==> src/rtl/mem_req_arbiter.sv <==
// Shares the byte-serial RAM controller request port between instruction fetch and
// load/store, issuing one latched request per grant and returning completion pulses.
module mem_req_arbiter #(
    parameter int ADDR_W     = 32,
    parameter int DATA_W     = 32,
    parameter int STARVE_MAX = 4
) (
    input  logic              clk,
    input  logic              rst,
    input  logic              rdy_in,
    input  logic              if_req,
    input  logic [ADDR_W-1:0] if_addr,
    input  logic              if_flush,
    output logic              if_done,
    output logic [DATA_W-1:0] if_rdata,
    input  logic              ls_req,
    input  logic              ls_we,
    input  logic [1:0]        ls_len,
    input  logic [ADDR_W-1:0] ls_addr,
    input  logic [DATA_W-1:0] ls_wdata,
    output logic              ls_done,
    output logic [DATA_W-1:0] ls_rdata,
    output logic              mc_start,
    output logic              mc_we,
    output logic [1:0]        mc_len,
    output logic [ADDR_W-1:0] mc_addr,
    output logic [DATA_W-1:0] mc_wdata,
    input  logic              mc_done,
    input  logic [DATA_W-1:0] mc_rdata
);

    // state   | meaning
    // IDLE    | arbitrate between IF and LS
    // BUSY_IF | IF request issued, waiting for controller completion
    // BUSY_LS | LS request issued, waiting for controller completion
    // RESP_IF | if_done pulse
    // RESP_LS | ls_done pulse
    typedef enum logic [2:0] {IDLE, BUSY_IF, BUSY_LS, RESP_IF, RESP_LS} state_t;

    localparam int CNT_W = $clog2(STARVE_MAX + 1);
    localparam logic [CNT_W-1:0] STARVE_TOP = CNT_W'(STARVE_MAX);

    state_t            state, state_nxt;
    logic [CNT_W-1:0]  starve_cnt;
    logic              kill;
    logic              start_pend;
    logic              done_pend;
    logic [DATA_W-1:0] rdata_pend;

    logic              if_valid;
    logic              grant_if;
    logic              grant_ls;
    logic              busy;
    logic              done_eff;
    logic [DATA_W-1:0] rdata_eff;

    assign if_valid  = if_req & ~if_flush;
    assign grant_if  = if_valid & (~ls_req | (starve_cnt == STARVE_TOP));
    assign grant_ls  = ls_req & ~grant_if;
    assign busy      = (state == BUSY_IF) || (state == BUSY_LS);
    // A completion seen while frozen is replayed from the pending latch.
    assign done_eff  = mc_done | done_pend;
    assign rdata_eff = done_pend ? rdata_pend : mc_rdata;

    always_ff @(posedge clk or posedge rst) begin
        if (rst) state <= IDLE;
        else     state <= state_nxt;
    end

    always_comb begin
        state_nxt = state;
        if (rdy_in) begin
            case (state)
                IDLE: begin
                    if (grant_if)      state_nxt = BUSY_IF;
                    else if (grant_ls) state_nxt = BUSY_LS;
                end
                BUSY_IF: begin
                    if (done_eff) state_nxt = (kill | if_flush) ? IDLE : RESP_IF;
                end
                BUSY_LS: begin
                    if (done_eff) state_nxt = RESP_LS;
                end
                RESP_IF: state_nxt = IDLE;
                RESP_LS: state_nxt = IDLE;
                default: state_nxt = IDLE;
            endcase
        end
    end

    always_comb begin
        mc_start = start_pend & rdy_in;
        if_done  = (state == RESP_IF) & rdy_in;
        ls_done  = (state == RESP_LS) & rdy_in;
    end

    always_ff @(posedge clk or posedge rst) begin
        if (rst) begin
            starve_cnt <= '0;
            kill       <= 1'b0;
            start_pend <= 1'b0;
            done_pend  <= 1'b0;
            rdata_pend <= '0;
            if_rdata   <= '0;
            ls_rdata   <= '0;
            mc_we      <= 1'b0;
            mc_len     <= 2'd0;
            mc_addr    <= '0;
            mc_wdata   <= '0;
        end else if (!rdy_in) begin
            if (busy && mc_done) begin
                done_pend  <= 1'b1;
                rdata_pend <= mc_rdata;
            end
        end else begin
            start_pend <= 1'b0;
            done_pend  <= 1'b0;
            case (state)
                IDLE: begin
                    if (grant_if) begin
                        mc_we      <= 1'b0;
                        mc_len     <= 2'd3;
                        mc_addr    <= if_addr;
                        mc_wdata   <= '0;
                        start_pend <= 1'b1;
                    end else if (grant_ls) begin
                        mc_we      <= ls_we;
                        mc_len     <= ls_len;
                        mc_addr    <= ls_addr;
                        mc_wdata   <= ls_wdata;
                        start_pend <= 1'b1;
                    end
                    if (grant_if || !if_valid)
                        starve_cnt <= '0;
                    else if (grant_ls && starve_cnt != STARVE_TOP)
                        starve_cnt <= starve_cnt + CNT_W'(1);
                end
                BUSY_IF: begin
                    if (done_eff) begin
                        if (kill | if_flush) kill <= 1'b0;
                        else                 if_rdata <= rdata_eff;
                    end else if (if_flush) begin
                        kill <= 1'b1;
                    end
                end
                BUSY_LS: begin
                    if (done_eff && !mc_we) ls_rdata <= rdata_eff;
                end
                RESP_IF: kill <= 1'b0;
                default: ;
            endcase
        end
    end

endmodule
==> config.mk <==
export PLATFORM = sky130hd
export DESIGN_NAME = mem_req_arbiter
export DESIGN_NICKNAME = d
export VERILOG_FILES = /design/src/rtl/mem_req_arbiter.sv
export SDC_FILE = /design/constraint.sdc
export NUM_CORES = 1
export LEC_CHECK = 0
export CORE_MARGIN = 2
export CORE_UTILIZATION = 46
export CTS_BUF_LIST = sky130_fd_sc_hd__clkbuf_2
export DETAILED_ROUTE_END_ITERATION = 10
export GPL_ROUTABILITY_DRIVEN = 0
export PLACE_DENSITY = 0.82
export SLEW_MARGIN = 10
export SYNTH_ARGS = -nofsm -noshare
export SYNTH_HDL_FRONTEND = slang
export SYNTH_SLANG_ARGS = --single-unit
export TNS_END_PERCENT = 5
==> constraint.sdc <==
create_clock -name clk -period 7.6 [get_ports clk]
set_clock_uncertainty 0.2 [all_clocks]
set_input_delay 1.52 -clock clk [delete_from_list [all_inputs] [get_ports clk]]
set_output_delay 1.52 -clock clk [all_outputs]
set_load 0.005 [all_outputs]
Word level (Yosys, flattened, before mapping)
Cells that the tools add are included.

Divide/modulo/power cells: 0. Order comparisons: 0. Eq/ne operators: 11. $add $sub $neg: 1. Bitwise operators: 14. Reductions and logical operators: 19. Multipliers: 0. Multiplexer cells: 26. Shift operators: 0.

Operators with widths (count): two-way mux 32 bit (5); two-way mux 3 bit (6); AND reduction 4 bit (3); two-way mux 1 bit (10); != test 3 bit (second input constant) (3); case mux 3 bit (3 select lines) (1); AND reduction 3 bit (3); nonzero test 2 bit (4); bitwise AND 1 bit (6); == test 3 x 2 -> 1 bit (second input constant) (2); == test 3 bit (second input constant) (2); two-way mux 2 bit (3); inverter 1 bit (5); != test 2 bit (second input constant) (2); adder 3 x 1 -> 3 bit (second input constant) (1); == test 3 x 1 -> 1 bit (second input constant) (1); logical AND 1 bit (3); logical NOT 3 bit (1); != test 3 x 2 -> 1 bit (second input constant) (1); bitwise OR 1 bit (3); logical NOT 1 bit (2); logical OR 1 bit (2); case mux 1 bit (2 select lines) (1); AND reduction 2 bit (1).

Output and inout port bits: 134. Memories kept: 0. Bits in writable memories: 0. Bits of input ports: 138. ROM bits: 0. Bits in latches: 0. Register bits: 172.

Longest topological paths before layout
Gate-level depths: netlist of the first run.

Depth in word-level cells: 8. Gate-level depth with buffers: 8. Depth with buffers taken out: 6.

Worst setup path before layout of the first run
No wires, ideal clock.

Kind: input port to output port. From: input rdy_in. To: output ls_done. Buffers on the path: 1. Data arrival time: 2.096 ns. Required time: 5.880 ns. Slack: 3.784 ns. Cell stages on the path: 3. Cells stage by stage: buf_2 > inv_1 > nor4b_1.

Word-level cells in the longest chain between the ends: 1.

RTL lines: start: declaration (line 10) `input logic rdy_in,`; bitwise AND 1 bit (line 94) `ls_done = (state == RESP_LS) & rdy_in;`; end: declaration (line 21) `output logic ls_done,`.

No other way between the ends.

Worst setup path after layout of the first run
Ends and elaborated chain as after synthesis.

==> impl_metrics.py, run 1 <==
metrics = {
    "final_layout": {
        "areaGrowthSynthToFinish_pct": 40.5,
        "commonest_cells_after_routing_fill_and_taps_aside": "clkdlybuf4s50_1 (271), dfrtp_1 (171), mux2i_1 (70), o21ai_0 (62), nand2_1 (56)",
        "final_core_util_pct": 65.9,
        "mostFrequentLayoutCell": "clkdlybuf4s50_1",
        "finish.cell_count_without_fillers": 1053,
        "layout-drive-gt1-share_pct": 13.9,
        "final_net_count": 964,
        "layout.filler_cells": 1179,
    },
    "sta": {
        "finalWorstPathRequiredPeriod_ns": 5.00,
        "finalCritPeriodShare_pct": 65.8,
        "report.final.slew_viol_count": 0,
        "unrepaired_setup_endpoints_after_global_routing": "no",
        "setup_tns_ns": 0,
        "hold_violations": 0,
        "maxClockFrequency_ghz": 0.200,
        "fin_worst_hold_slack_ns": 0.311,
        "worst_slew_pin_slew_ns": 1.02,
        "setup_violations": 0,
        "slew_headroom_pct": 32.1,
    },
    "die": {
        "die_area_um2": 17100,
        "ios": 272,
        "die_boundary_width_um": 131,
        "rows": 46,
        "dieHeight_um": 131,
        "core_region_area_um2": 15800,
        "initial_utilization_pct": 46.9,
    },
    "setup_path": {
        "arrival_time_of_data_at_the_critical_path_endpoint_ns": 3.28,
        "crit_type": "in2out",
        "reg2reg_depth": 4,
        "critical_path.reg2reg.endpoint": "if_rdata[25]",
        "setup.worst_path.start": "rdy_in",
        "start_kind": "primary input",
        "end_kind": "primary output",
        "timing.reg2reg.setup_slack_ns": 4.84,
        "worstPathRequired_ns": 5.88,
        "critical_path.max_fanout": 10,
        "timing.rr.start": "state[0]",
    },
    "clock_network": {
        "h-tree-depth": 4,
        "clk_path_buf_depth": 2,
        "cts_tree": "built",
        "clkTransAtPathRegs_ns": 0.19,
        "post_cts_hold_buffer_count": 0,
        "postCtsSetupRepairBufs": 0,
        "clkSinkCount": 172,
        "cts-buffers-inserted": 17,
        "root_buffer": "clkbuf_2",
        "clkLatencyLatePin_ns": 0.74,
        "cts-resized-gates": 0,
    },
    "outcome": {
        "outcome": "completed",
    },
    "route": {
        "dr_wl_met2_um": 9240,
        "top_signal_layer_used": "met4",
        "detail_route.wirelength_um": 18400,
        "route.detailed.wl_per_inst_um": 17.4,
        "drt-vias-per-instance": 5.11,
        "wirelength_met1_um": 7170,
        "firstDrtPassIters": 4,
        "detailroute.via_count": 5380,
        "met3RoutedLength_um": 1390,
        "drc": 0,
        "detailedRoute.firstIterationViolations": 282,
        "ant_nets": 0,
    },
    "power_and_ir_drop": {
        "power_density_nw_per_um2": 341,
        "power.ir.vdd_worst_mv": 0.183,
        "leakage_nw": 4.55,
        "total_power_mw": 3.54,
    },
    "place": {
        "cell_count_post_placement": 1021,
        "place.port_buffers": 271,
        "hpwl_um": 13500,
    },
    "grt": {
        "grt_pass1_vias": 5525,
        "grt_overflow": 0,
        "grt_start_max_net_pins": 112,
        "track_usage_pct": 21.8,
        "antenna_found_initial": 1,
        "first_pass_grt_wire_length_um": 28300,
    },
    "synthesis": {
        "postSynthNetCount": 707,
        "synth_async_sr_flop_share_pct": 100,
        "postSynthRegisterBits": 172,
        "yosysUniqueCellTypes": 41,
        "synthesis.instances": 567,
        "avgSynthCellArea_um2": 13.0,
        "synth-edff-count": 0,
        "yosys.area.top_type": "dfrtp_1",
        "post_synth_instance_area_um2": 7390,
        "top_reg_cell_synth": "dfrtp_1",
        "top_cell_type_s_share_of_synthesized_area_pct": 58.2,
        "synth_area_leaders": "dfrtp_1 (58%), mux2i_1 (9.5%), mux2_2 (6.2%), mux2_4 (5.9%), o21ai_0 (4.2%)",
        "yosysWarnings": 0,
        "ys_seq_area_share_pct": 58.2,
    },
    "hold_path": {
        "whs_path_depth": 2,
        "worst_hold_startpoint": "mc_addr[3]",
        "holdPathEnd": "mc_addr[3]",
        "tightest_hold_check_type": "reg2reg",
    },
    "flow_run": {
        "drv_cap": 0,
    },
}
==> metrics by stage <==
step | instance area (µm²) | setup slack [ns]
CTS | 10400 | 2.60
floorplan | 7390 | 1.22
detailed placement | 10200 | 2.61
finish | 10400 | 2.60
global placement | 10200 | 2.72
global route | 10400 | 2.50
==> metal layers <==
layer | up-vias | global-route usage [%]
met4 | 0 | 9.26
li1 | 2496 | -
met5 | - | 0
met3 | 35 | 6.72
met2 | 217 | 36.9
met1 | 2632 | 25.9
==> final cells by class <==
cell class | count | area, µm² | share of cell area [%]
inverters | 25 | 98.8 | 0.951
flip-flops and latches | 172 | 4310 | 41.4
multi-input cells | 332 | 2760 | 26.5
clock buffers | 18 | 90.1 | 0.867
repair buffers | 276 | 2750 | 26.5
well taps | 216 | 270 | 2.60
clock inverters | 13 | 116 | 1.12
diodes | 1 | 2.50 | 0.0241
==> sequential cells by signal, summed over array words and instances (netlist names) <==
| signal | flops |
|---|---|
| mc_len | 2 |
| mc_addr | 32 |
| kill | 1 |
| done_pend | 1 |
| mc_we | 1 |
| rdata_pend | 32 |
| starve_cnt | 3 |
| state | 3 |
| mc_wdata | 32 |
| ls_rdata | 32 |
| start_pend | 1 |
| if_rdata | 32 |
==> logic make-up (layout without fill, tap and decap cells) <==
logic type,after synthesis,count (layout),synth area share [%]
AOI/OAI and AO/OA,104,104,9.05
muxes,141,141,21.8
buffers and inverters,63,332,4.72
and+or+nand+nor,84,84,5.79
DFF,172,172,58.2
other,0,1,0
xor gates and xnor gates,1,1,0.118
adders and majority gates,2,2,0.338
==> where the power goes <==
part / internal [mW] / switching [mW]
logic: 0.975 / 0.543
registers: 1.32 / 0.261
clock network: 0.120 / 0.316
total: 2.42 / 1.12
==> worst max-delay path by stage <==
stage	end	slack [ns]
floorplan	done_pend	1.22
global placement	ls_done	2.72
detailed placement	ls_done	2.61
CTS	ls_done	2.60
global route	ls_done	2.50
finish	ls_done	2.60
==> cells in the mapped netlist (2+ instances only) <==
library cell	n
a22o_1	33
a31oi_1	2
and2_1	2
buf_2	12
buf_4	9
buf_6	7
clkbuf_1	9
dfrtp_1	172
ha_1	2
inv_1	25
mux2_2	41
mux2_4	29
mux2i_1	70
nand2_1	56
nand2b_1	2
nand3_1	2
nor2_1	5
nor2_2	2
nor3_1	3
nor4b_4	2
o21ai_0	62
==> worst max-delay path, cell delays in order <==
cell	delay (ns)
clkdlybuf4s50_1	0.65
inv_1	0.21
nor4b_1	0.31
clkdlybuf4s50_1	0.58
(Power assumes the default switching activity.)
==> inputs of run 2 (changes only) <==
- CORE_UTILIZATION: 46 -> 42
- PLACE_DENSITY: 0.82 -> 0.79
- clock period: 7.6 -> 4.1 ns (I/O delays scaled with it)
==> run 2 against run 1 <==
Net effect:
- critical path depth unchanged
- non-clock buffer count increased by 10
- clock-buffer cell count shrank 1
- final cell count increased by 1.9%
- sequential cell count stayed put
- sequential share of layout area fell by 0.87 points
- worst hold slack improved by 0.00079 ns
- utilization shrank 4.3 points
- highest routed layer unchanged
- register-to-register slack got worse by 3.2 ns
- first-iteration DRC count down 38%
- critical endpoint unchanged
- final area is 2.1% higher
==> impl_metrics.py, run 2 (synthesis results as in run 1) <==
metrics = {
    "sta": {
        "worst_slew_pin_slew_ns": 0.951,
        "finalCritPeriodShare_pct": 85.1,
        "hold_violations": 0,
        "finalWorstSetupSlack_ns": 0.611,
        "setup_tns_ns": 0,
        "setup_violations": 0,
        "slew_headroom_pct": 36.5,
        "report.final.slew_viol_count": 0,
        "finalWorstPathRequiredPeriod_ns": 3.49,
        "maxClockFrequency_ghz": 0.287,
        "unrepaired_setup_endpoints_after_global_routing": "no",
    },
    "place": {
        "pre_cts_slack_ns": 0.619,
        "place.port_buffers": 271,
        "hpwl_um": 14200,
    },
    "route": {
        "drc": 0,
        "detailroute.via_count": 5332,
        "drt-vias-per-instance": 4.97,
        "detail_route.wirelength_um": 19100,
        "detailedRoute.firstIterationViolations": 175,
        "ant_nets": 0,
        "route.detailed.wl_per_inst_um": 17.8,
        "firstDrtPassIters": 4,
    },
    "setup_path": {
        "crit_top_cell": "clkdlybuf4s50_1",
        "critical_path.reg2reg.endpoint": "if_rdata[8]",
        "critical_path.max_stage_delay_ns": 0.63,
        "critical-path-top-delay-family": "buffers and inverters",
        "end_kind": "primary output",
        "setup.worst_path.start": "rdy_in",
        "reg2reg_depth": 5,
        "arrival_time_of_data_at_the_critical_path_endpoint_ns": 2.47,
        "worst-path-buf-inv": 3,
        "timing.rr.start": "state[0]",
        "critical_path_capture_point": "ls_done",
        "crit_type": "in2out",
        "worstSetupPathDepth": 4,
        "start_kind": "primary input",
        "critical_path.max_fanout": 10,
        "worstPathRequired_ns": 3.08,
        "cp_cell_sequence": "clkdlybuf4s50_1, inv_1, nor4b_1, clkdlybuf4s50_1",
        "timing.critical_path.slowest_stage_cell": "clkdlybuf4s50_1",
        "timing.reg2reg.setup_slack_ns": 1.61,
    },
    "power_and_ir_drop": {
        "power_density_nw_per_um2": 641,
        "leakage_nw": 4.64,
        "power.ir.vdd_worst_mv": 0.340,
    },
    "clock_network": {
        "clkLatencyLatePin_ns": 0.72,
        "cts-resized-gates": 0,
        "h-tree-depth": 4,
        "cts_tree": "built",
        "postCtsSetupRepairBufs": 0,
        "post_cts_hold_buffer_count": 0,
        "clkSinkCount": 172,
        "root_buffer": "clkbuf_2",
        "clk_path_buf_depth": 2,
        "clkTransAtPathRegs_ns": 0.24,
        "cts-buffers-inserted": 17,
    },
    "die": {
        "die_boundary_width_um": 137,
        "ios": 272,
        "rows": 48,
        "dieHeight_um": 137,
        "die_area_um2": 18700,
        "initial_utilization_pct": 42.9,
        "core_region_area_um2": 17200,
    },
    "hold_path": {
        "tightest_hold_check_type": "reg2reg",
        "whs_path_depth": 2,
    },
    "grt": {
        "track_usage_pct": 20.7,
        "antenna_found_initial": 1,
        "grt_pass1_vias": 5409,
        "grt_overflow": 0,
        "grt_start_max_net_pins": 54,
        "first_pass_grt_wire_length_um": 29200,
    },
    "flow_run": {
        "drv_cap": 0,
    },
    "outcome": {
        "outcome": "completed",
    },
    "final_layout": {
        "commonest_cells_after_routing_fill_and_taps_aside": "clkdlybuf4s50_1 (271), dfrtp_1 (171), mux2i_1 (70), o21ai_0 (62), nand2_1 (56)",
        "layout-drive-gt1-share_pct": 15.1,
        "areaGrowthSynthToFinish_pct": 43.5,
        "layout.filler_cells": 1380,
        "final_net_count": 974,
        "mostFrequentLayoutCell": "clkdlybuf4s50_1",
    },
}
-- run 2: cell count changes in the layout (fill, tap and decap cells not counted), moves of 2 or more --
| cell | before | now |
|---|---|---|
| buf_12 | 0 | 4 |
| buf_4 | 5 | 11 |
| bufinv_16 | 1 | 4 |
| clkinv_1 | 2 | 0 |
| clkinvlp_4 | 1 | 3 |
| inv_6 | 5 | 3 |
-- run 2: layout make-up --
cell class              count  area (µm²)  share of cell area [%]
diodes                      2        5.00                  0.0472
clock buffers              17        85.1                   0.802
clock inverters            14         211                    1.99
inverters                  25        97.6                   0.920
multi-input cells         332        2750                    25.9
flip-flops and latches    172        4310                    40.6
well taps                 225         282                    2.65
repair buffers            286        2880                    27.1
-- run 2: worst min-delay path by stage --
stage | end | start | slack (ns)
CTS | mc_addr[23] | mc_addr[23] | 0.32
global route | ls_rdata[12] | ls_rdata[12] | 0.33
detailed placement | mc_addr[14] | mc_addr[14] | 0.27
global placement | ls_rdata[31] | ls_rdata[31] | 0.26
finish | mc_addr[29] | mc_addr[29] | 0.31
floorplan | ls_rdata[0] | ls_rdata[0] | 0.27
-- run 2: power breakdown --
group | leakage [nW] | switching (mW) | internal [mW]
Combinational | 2.39 | 1.04 | 1.82
Sequential | 2.09 | 0.455 | 2.45
Clock | 0.166 | 0.615 | 0.413
-- run 2: per-layer routing --
metal  share of wire [%]  GRT usage, %  wire length [µm]
met2                  48          34.0              9150
met3                 7.8          6.44              1490
met4                 3.7          9.49               697
met5                   0             0                 0
met1                  41          24.9              7740
-- run 2: worst register-to-register path, stage by stage (launching register included) --
cell and delay, ns:
dfrtp_1 0.62, nor2b_4 0.26, nor4b_4 0.24, and2_2 0.61, buf_4 0.30, mux2i_1 0.20
-- run 2: per-stage QoR --
step	total power [mW]	hold slack, ns	instances	area [µm²]	util (%)
floorplan	4.13	0.273	567	7400	-
global placement	5.74	0.261	1040	10300	59.8
detailed placement	5.84	0.269	1040	10300	59.8
CTS	6.88	0.319	1071	10600	61.5
global route	7.22	0.335	1073	10600	61.6
finish	6.80	0.312	1073	10600	61.6
==> inputs of run 3 (changes only) <==
- REMOVE_ABC_BUFFERS: not set -> 1
==> run 3 against run 2 <==
Net effect:
- critical path depth is the same
- via count decreased by 0.68%
- clock-buffer cell count grew 1
- final cell count is 0.19% lower
- critical path type unchanged
- power is 4.6% lower
==> impl_metrics.py, run 3 (synthesis results as in run 1) <==
metrics = {
    "outcome": {
        "outcome": "completed",
    },
    "clock_network": {
        "post_cts_hold_buffer_count": 0,
        "clkLatencyLatePin_ns": 0.71,
        "clkSinkCount": 172,
        "cts_tree": "built",
        "postCtsSetupRepairBufs": 0,
        "clkTransAtPathRegs_ns": 0.22,
        "root_buffer": "clkbuf_2",
        "clk_path_buf_depth": 2,
        "h-tree-depth": 4,
        "cts-buffers-inserted": 17,
        "cts-resized-gates": 0,
    },
    "power_and_ir_drop": {
        "total_power_mw": 6.48,
        "leakage_nw": 4.60,
        "power_switching_mw": 2.05,
        "internal_power_mw": 4.44,
        "comb_power_share_pct": 43.5,
        "power.switching_fraction_pct": 31.6,
        "power_density_nw_per_um2": 619,
        "p_clk_share_pct": 11.8,
        "power_frac_seq_pct": 44.7,
        "power.ir.vdd_worst_mv": 0.302,
    },
    "die": {
        "initial_utilization_pct": 42.9,
        "core_region_area_um2": 17200,
        "dieHeight_um": 137,
        "rows": 48,
        "ios": 272,
        "die_area_um2": 18700,
        "die_boundary_width_um": 137,
    },
    "sta": {
        "slew_headroom_pct": 50.9,
        "report.final.slew_viol_count": 0,
        "setup_violations": 0,
        "finalWorstPathRequiredPeriod_ns": 3.49,
        "hold_violations": 0,
        "unrepaired_setup_endpoints_after_global_routing": "no",
        "finalCritPeriodShare_pct": 85.2,
        "worst_slew_pin_slew_ns": 0.737,
        "maxClockFrequency_ghz": 0.286,
    },
    "setup_path": {
        "reg2reg_depth": 5,
        "crit_top_cell": "clkdlybuf4s50_1",
        "end_kind": "primary output",
        "critical_path.max_stage_delay_ns": 0.64,
        "worstPathRequired_ns": 3.08,
        "critical-path-top-delay-family": "buffers and inverters",
        "worst-path-buf-inv": 3,
        "arrival_time_of_data_at_the_critical_path_endpoint_ns": 2.47,
        "critical_path.max_fanout": 10,
        "start_kind": "primary input",
        "timing.critical_path.slowest_stage_cell": "clkdlybuf4s50_1",
        "worstSetupPathDepth": 4,
        "crit_type": "in2out",
        "cp_cell_sequence": "clkdlybuf4s50_1, inv_1, nor4b_1, clkdlybuf4s50_1",
    },
    "route": {
        "firstDrtPassIters": 6,
        "dr_wl_met2_um": 8940,
        "detailroute.via_count": 5296,
        "top_signal_layer_used": "met4",
        "ant_nets": 0,
        "drt-vias-per-instance": 4.94,
        "wirelength_met1_um": 7390,
        "route.detailed.wl_per_inst_um": 17.1,
        "drc": 0,
        "detail_route.wirelength_um": 18400,
        "met3RoutedLength_um": 1770,
        "detailedRoute.firstIterationViolations": 207,
    },
    "final_layout": {
        "final_net_count": 973,
        "layout-drive-gt1-share_pct": 15.0,
        "antennaDiodeCount": 0,
        "final_core_util_pct": 60.8,
        "areaGrowthSynthToFinish_pct": 41.7,
        "mostFrequentLayoutCell": "clkdlybuf4s50_1",
        "commonest_cells_after_routing_fill_and_taps_aside": "clkdlybuf4s50_1 (271), dfrtp_1 (171), mux2i_1 (70), o21ai_0 (62), nand2_1 (56)",
        "multi_input_comb_area_um2": 2750,
        "layout.filler_cells": 1433,
        "seq_area_um2": 4310,
    },
    "hold_path": {
        "whs_path_depth": 2,
        "tightest_hold_check_type": "reg2reg",
    },
    "place": {
        "hpwl_um": 13300,
        "place.port_buffers": 271,
    },
    "grt": {
        "grt_pass1_vias": 5312,
        "grt_start_max_net_pins": 103,
        "first_pass_grt_wire_length_um": 28300,
        "grt_overflow": 0,
        "antenna_found_initial": 0,
        "track_usage_pct": 19.9,
    },
    "flow_run": {
        "drv_cap": 0,
    },
}
run 3: worst reg2reg max path, delay by kind of cell, from the launching register on:
| family | cells | cell delay [ns] |
|---|---|---|
| simple gates | 3 | 1.14 |
| mux | 1 | 0.19 |
| buf+inv | 1 | 0.28 |
| flops | 1 | 0.62 |
run 3: power groups by stage:
stage               Sequential (mW)  Clock (mW)  Combinational [mW]
finish                         2.90       0.765                2.82
global route                   2.99       0.869                3.06
CTS                            2.90       0.802                2.87
detailed placement             2.93           0                2.86
global placement               2.90           0                2.81
floorplan                      2.97           0                1.10
run 3: per-layer routing:
metal  vias to the layer above  GRT usage, %
li1                       2515             -
met1                      2568          24.0
met2                       197          32.6
met3                        16          8.48
met4                         0          5.38
met5                         -             0
run 3: worst paths after layout:
| check | start | to | slack [ns] |
|---|---|---|---|
| worst min-delay path | mc_addr[10] | mc_addr[10] | 0.31 |
| worst max register to register | state[0] | if_rdata[1] | 1.59 |
| min in group asynchronous | rst | mc_addr[30] | 0.36 |
| max in group asynchronous | rst | ls_rdata[12] | 2.55 |
| worst min register to register | mc_addr[10] | mc_addr[10] | 0.31 |
| worst max-delay path | rdy_in | ls_done | 0.61 |
run 3: cell type report:
class,instances,area share [%]
inverter,25,0.943
multi-input combinational,332,26.2
clock inverter,14,0.920
clock buffer,18,0.860
sequential,172,41.1
tap,225,2.69
timing repair buffer,285,27.3
run 3: metrics by stage:
step	setup TNS (ns)	hold slack (ns)	instances	cell area (µm²)	worst slack, ns
2_1_floorplan	-271.79	0.273	529	7140	-1.58
3_3_place_gp	0	0.260	1039	10300	0.617
3_5_place_dp	0	0.269	1039	10300	0.627
4_1_cts	0	0.307	1071	10500	0.626
5_1_grt	0	0.272	1071	10500	0.529
6_report	0	0.307	1071	10500	0.606
